### config.mk
export PLATFORM = sky130hd
export DESIGN_NAME = wb_port_arbiter
export DESIGN_NICKNAME = d
export VERILOG_FILES = /design/src/rtl/wb_port_arbiter.sv
export SDC_FILE = /design/constraint.sdc
export NUM_CORES = 1
export LEC_CHECK = 0
export ABC_AREA = 0
export ABC_CLOCK_PERIOD_IN_PS = 3500
export BUFFER_PORTS_ARGS = -buffer_cell sky130_fd_sc_hd__buf_2
export CAP_MARGIN = 20
export CORE_AREA = 2 2 192 156
export DETAILED_ROUTE_END_ITERATION = 7
export DIE_AREA = 0 0 194 158
export GPL_TIMING_DRIVEN = 0
export PLACE_DENSITY = 0.51
export SKIP_LAST_GASP = 1
export SYNTH_ARGS = -nofsm -noshare
export SYNTH_HDL_FRONTEND = slang
export SYNTH_SLANG_ARGS = --single-unit
### constraint.sdc
create_clock -name clk -period 3.5 [get_ports clk]
set_input_delay 0.175 -clock clk [delete_from_list [all_inputs] [get_ports clk]]
set_output_delay 0.175 -clock clk [all_outputs]
set_load 0.01 [all_outputs]
### src/rtl/wb_port_arbiter.sv
// Purpose: shares the register-file write port between the WB stage and buffered custom-IP results.
// Latency: pipeline writes reach the port in the same cycle; IP results reach it one or more cycles after acceptance.
// Backpressure: ip_ready drops while the FIFO is full; wb_stall_req asks for a bubble when the FIFO head starves.
module wb_port_arbiter #(
   parameter int DEPTH        = 4,
   parameter int STARVE_LIMIT = 8
) (
   input  logic        clk,
   input  logic        rst_n,
   input  logic        RegWrite_WB,
   input  logic [4:0]  Rd_WB,
   input  logic [31:0] Result_WB,
   input  logic        ip_valid,
   input  logic [4:0]  ip_rd,
   input  logic [31:0] ip_data,
   output logic        ip_ready,
   output logic        rf_we,
   output logic [4:0]  rf_waddr,
   output logic [31:0] rf_wdata,
   output logic [31:0] pending_mask,
   output logic        wb_stall_req
);

   localparam int AW = (DEPTH > 1) ? $clog2(DEPTH) : 1;
   localparam int NW = $clog2(DEPTH + 1);
   localparam int CW = $clog2(STARVE_LIMIT + 1);
   localparam logic [NW-1:0] FULL_CNT   = NW'(DEPTH);
   localparam logic [CW-1:0] STARVE_MAX = CW'(STARVE_LIMIT);

   typedef struct packed {
      logic [4:0]  rd;
      logic [31:0] dat;
   } ent_t;

   // FIFO storage; a slot's live bit is the only thing that makes its contents meaningful
   ent_t             mem_q [DEPTH];
   logic [DEPTH-1:0] live_q;
   logic [DEPTH-1:0] live_nxt;
   logic [AW-1:0]    rptr_q;
   logic [AW-1:0]    wptr_q;
   logic [NW-1:0]    cnt_q;
   logic [NW-1:0]    cnt_nxt;
   logic [CW-1:0]    starve_q;
   logic [CW-1:0]    starve_nxt;
   logic             stall_q;
   logic [31:0]      mask_q;
   logic [31:0]      mask_nxt;
   logic [4:0]       slot_rd;

   logic             pwr;
   logic             full;
   logic             not_empty;
   logic             head_live;
   logic             push;
   logic             pop;
   logic             head_kill;
   logic             blocked;
   ent_t             head;

   // Handshake and head status: the pipeline owns the port, r0 writes never happen,
   // and a dead head leaves the FIFO whether or not the port is busy.
   always_comb begin
      pwr       = RegWrite_WB && (Rd_WB != 5'd0);
      full      = (cnt_q == FULL_CNT);
      not_empty = (cnt_q != '0);
      head      = mem_q[rptr_q];
      head_live = live_q[rptr_q];
      push      = ip_valid && !full && (ip_rd != 5'd0);
      pop       = not_empty && (!head_live || !pwr);
      head_kill = pwr && head_live && (head.rd == Rd_WB);
      blocked   = pwr && head_live && !head_kill;
   end

   assign ip_ready     = !full;
   assign pending_mask = mask_q;
   assign wb_stall_req = stall_q;

   // Write-port mux: pipeline first, then a live FIFO head, otherwise idle zeros
   always_comb begin
      rf_we    = 1'b0;
      rf_waddr = 5'd0;
      rf_wdata = 32'd0;
      if (pwr) begin
         rf_we    = 1'b1;
         rf_waddr = Rd_WB;
         rf_wdata = Result_WB;
      end else if (head_live) begin
         rf_we    = 1'b1;
         rf_waddr = head.rd;
         rf_wdata = head.dat;
      end
   end

   // Next liveness: a younger pipeline write kills matching entries (including one
   // accepted this very cycle); the mask is decoded from the post-edge liveness.
   always_comb begin
      live_nxt = live_q;
      mask_nxt = 32'd0;
      slot_rd  = 5'd0;
      for (int i = 0; i < DEPTH; i++) begin
         if (pwr && live_q[i] && (mem_q[i].rd == Rd_WB)) begin
            live_nxt[i] = 1'b0;
         end
      end
      if (pop) begin
         live_nxt[rptr_q] = 1'b0;
      end
      if (push) begin
         live_nxt[wptr_q] = !(pwr && (ip_rd == Rd_WB));
      end
      for (int i = 0; i < DEPTH; i++) begin
         slot_rd = (push && (wptr_q == AW'(i))) ? ip_rd : mem_q[i].rd;
         if (live_nxt[i]) begin
            mask_nxt[slot_rd] = 1'b1;
         end
      end
      mask_nxt[0] = 1'b0;
   end

   // Occupancy and starvation bookkeeping; the counter only survives while the same
   // live head keeps losing the port, and saturates at the limit.
   always_comb begin
      cnt_nxt = cnt_q;
      case ({push, pop})
         2'b10:   cnt_nxt = cnt_q + NW'(1);
         2'b01:   cnt_nxt = cnt_q - NW'(1);
         default: cnt_nxt = cnt_q;
      endcase
      starve_nxt = '0;
      if (blocked) begin
         starve_nxt = (starve_q == STARVE_MAX) ? starve_q : starve_q + CW'(1);
      end
   end

   // Control state; reset discards every buffered result immediately
   always_ff @(posedge clk or negedge rst_n) begin
      if (!rst_n) begin
         live_q   <= '0;
         rptr_q   <= '0;
         wptr_q   <= '0;
         cnt_q    <= '0;
         starve_q <= '0;
         stall_q  <= 1'b0;
         mask_q   <= 32'd0;
      end else begin
         live_q   <= live_nxt;
         cnt_q    <= cnt_nxt;
         starve_q <= starve_nxt;
         stall_q  <= (starve_nxt == STARVE_MAX);
         mask_q   <= mask_nxt;
         if (push) begin
            wptr_q <= wptr_q + AW'(1);
         end
         if (pop) begin
            rptr_q <= rptr_q + AW'(1);
         end
      end
   end

   // Payload storage needs no reset: nothing reads a slot unless its live bit is set
   always_ff @(posedge clk) begin
      if (push) begin
         mem_q[wptr_q] <= '{rd: ip_rd, dat: ip_data};
      end
   end

endmodule

==> out/metrics.cfg <==
[critical_path]
cp-end-kind=flop
path_class=primary input to flop
r2r_setup_slack_ps=310
crit_start=ip_rd[4]
cp-start-kind=primary input
timing.rr.start=rptr_q[1]
cp.required_ps=3880
cp.arrival_ps=3650
cp_max_fo=10

[logic_synthesis]
yosys_warnings=0
syn_area_mm2=0.00992
synth_compound_area_share_pct=12.3
seq_area_frac_synth_pct=56.7
synthCells=726
synth_fa_ha_area_share_pct=1.59
async_flop_share_pct=24.1
synth_top_family_by_area=multiplexers
synth-seq-cells=195
synth-xor-area-share_pct=3.27
synth_edf_count=148
synth_cell_types=60
synth_ff_type=edfxtp_1
synthSimpleGateAreaFrac_pct=9.96
synth.avg_cell_area_um2=13.7
syn_nets=816
synthMuxAreaShare_pct=12.5

[power]
combPwrFrac_pct=41.2
netSwitchingPower_w=0.00341
leakage_nw=4.89
p_per_area_mw_per_mm2=729
ir_drop_uv=423
power_frac_seq_pct=35.8
netSwitchingFraction_pct=38.4
pwr-share-clk_pct=23.0
intPower_w=0.00547

[cts]
cts_tree=done
clock_latency_ps=450
cts_buffer_depth=2
numCtsBuffers=17
ctsHtreeMaxLevel=4
ctsRootBufferMaster=clkbuf_16
post_cts_buffers=0
clkTransAtPathRegs_ps=80
clock_sinks=195

[routing]
wl_mm=28.8
drt-pass1-iter-count=7
viasPerCell=5.35
wl_per_cell_um=21.9
first_iter_violations=667
num_vias=7051
detail-route-antenna-nets=0
drc_errors=0

[grt]
grt_start_max_net_pins=36
antenna_found_initial=0
grt_pass1_wl_mm=43.8
first_global_vias=7079
track_usage_pct=19.0
grt_overflow=0

[finish]
fillers=2711
fin_cells=1317
nets=1017
design_area_mm2=0.0122
final_cell_mix=161 x buf_2, 148 x edfxtp_1, 49 x nand2_1
num_antenna_cells=0
final_common_cell=buf_2
area_growth_pct=22.9
drive_gt1_share_pct=29.9

[die]
fp.dieH_um=158
core_area_mm2=0.0289
start_util_pct=34.4
die_x_um=194
die_area_mm2=0.0307
rows=56
ioPinCount=150

[sta]
clock_skew_ps=12.4
max_freq_mhz=306
timing.hold.ws_ps=86.8
finalCritPeriodShare_pct=93.5
relSlewSlack_pct=41.6
drv_slew=0
rsz0062_at_grt=false
tightest_slew_ps=851
setup_violations=0
finalHoldViolCount=0
worst_slack_ps=229
min_period_ps=3270

[place]
place_ws_ps=-114
port-buffer-count=142
detailed_place_hpwl_mm=20.9
numPlacedInstances=1250
place.gp.congestion=0.943
place_area_mm2=0.0112

[min_path]
min_from=ip_rd[0]
hold_path.class=primary input to flop

[job]
drv_cap=0

[status]
status=finished, final reports clean

final timing paths:
check,end,depth (start not counted)
worst max-delay path,pending_mask[27],10
worst min-delay path,mem_q[3][32],1
worst max register to register,pending_mask[8],11
worst min register to register,cnt_q[2],1
max in group asynchronous,pending_mask[27],3
min in group asynchronous,pending_mask[11],2
critical path: stages:
cell and delay (ps):
dlygate4sd3_1 530, buf_2 150, buf_2 190, nor3_2 600
a211o_1 410, buf_2 380, mux2i_1 760, nand2_1 130
o32ai_1 180, a211o_1 140
logic make-up after synthesis:
family / Yosys count
AOI/OAI and AO/OA: 145
xor gates and xnor gates: 37
adders and majority gates: 12
buffers and inverters: 79
DFF: 195
muxes: 75
other: 1
and+or+nand+nor: 182
flip-flops by register name, indices dropped and copies added, names as in the netlist:
| register | cells |
|---|---|
| wb_stall_req | 1 |
| cnt_q | 3 |
| pending_mask | 31 |
| starve_q | 4 |
| rptr_q | 2 |
| mem_q | 148 |
| wptr_q | 2 |
| live_q | 4 |
cell usage after synthesis (all sizes together) (11+ instances only):
master | instances | share of area (%)
xor2 | 14 | 1.2
mux2 | 11 | 1.2
edfxtp | 148 | 45
buf | 33 | 2.0
o21ai | 12 | 0.72
clkbuf | 23 | 0.87
or3 | 12 | 0.76
nand3b | 11 | 0.83
ha | 11 | 1.4
mux4 | 38 | 8.6
nand3 | 14 | 0.71
xnor2 | 23 | 2.0
dfrtp | 47 | 12
o22ai | 11 | 0.88
a211o | 22 | 2.0
nand2 | 49 | 1.9
nor2 | 24 | 0.91
a22o | 37 | 3.3
inv | 23 | 0.87
o32ai | 13 | 1.2
and3 | 19 | 1.2
mux2i | 26 | 2.6
nand2b | 17 | 1.1
timing repair:
item | 4_1_cts | 5_1_grt
resized for setup | 5 | 1
hold buffers | 36 | 0
endpoints found under the hold margin | 158 | 0
setup endpoints to repair | 54 | 25
per-layer routing:
metal  GRT usage (%)  up-vias  routed length (um)
met1            28.2     3562               13800
li1                -     3251                   -
met3            3.64       19                1750
met5               0        -                   0
met2            28.7      219               12900
met4            4.65        0                 372
cell type report:
| class | instances | area (um2) | area share, % |
|---|---|---|---|
| clock inverter | 15 | 193 | 1.58 |
| inverter | 23 | 86.3 | 0.708 |
| multi-input combinational | 452 | 3930 | 32.3 |
| sequential | 195 | 5620 | 46.1 |
| clock buffer | 17 | 425 | 3.49 |
| timing repair buffer | 183 | 1170 | 9.61 |
| buffer | 55 | 290 | 2.38 |
| tap | 377 | 472 | 3.87 |
power groups by stage:
stage	Sequential, W	Combinational (W)	Clock [W]
finish	0.00318	0.00366	0.00205
global route	0.00323	0.00395	0.00217
CTS	0.00319	0.00367	0.00209
detailed placement	0.00323	0.00362	0
global placement	0.00326	0.00355	0
floorplan	0.00322	0.00238	0
per-stage QoR:
step	util, %	setup TNS (ps)	total power [W]
floorplan	-	0	0.00559
global placement	38.5	-8110	0.00680
detailed placement	38.8	-912	0.00686
CTS	42.2	0	0.00894
global route	42.2	0	0.00935
finish	42.2	0	0.00888
Power figures use the tool's default switching activity.
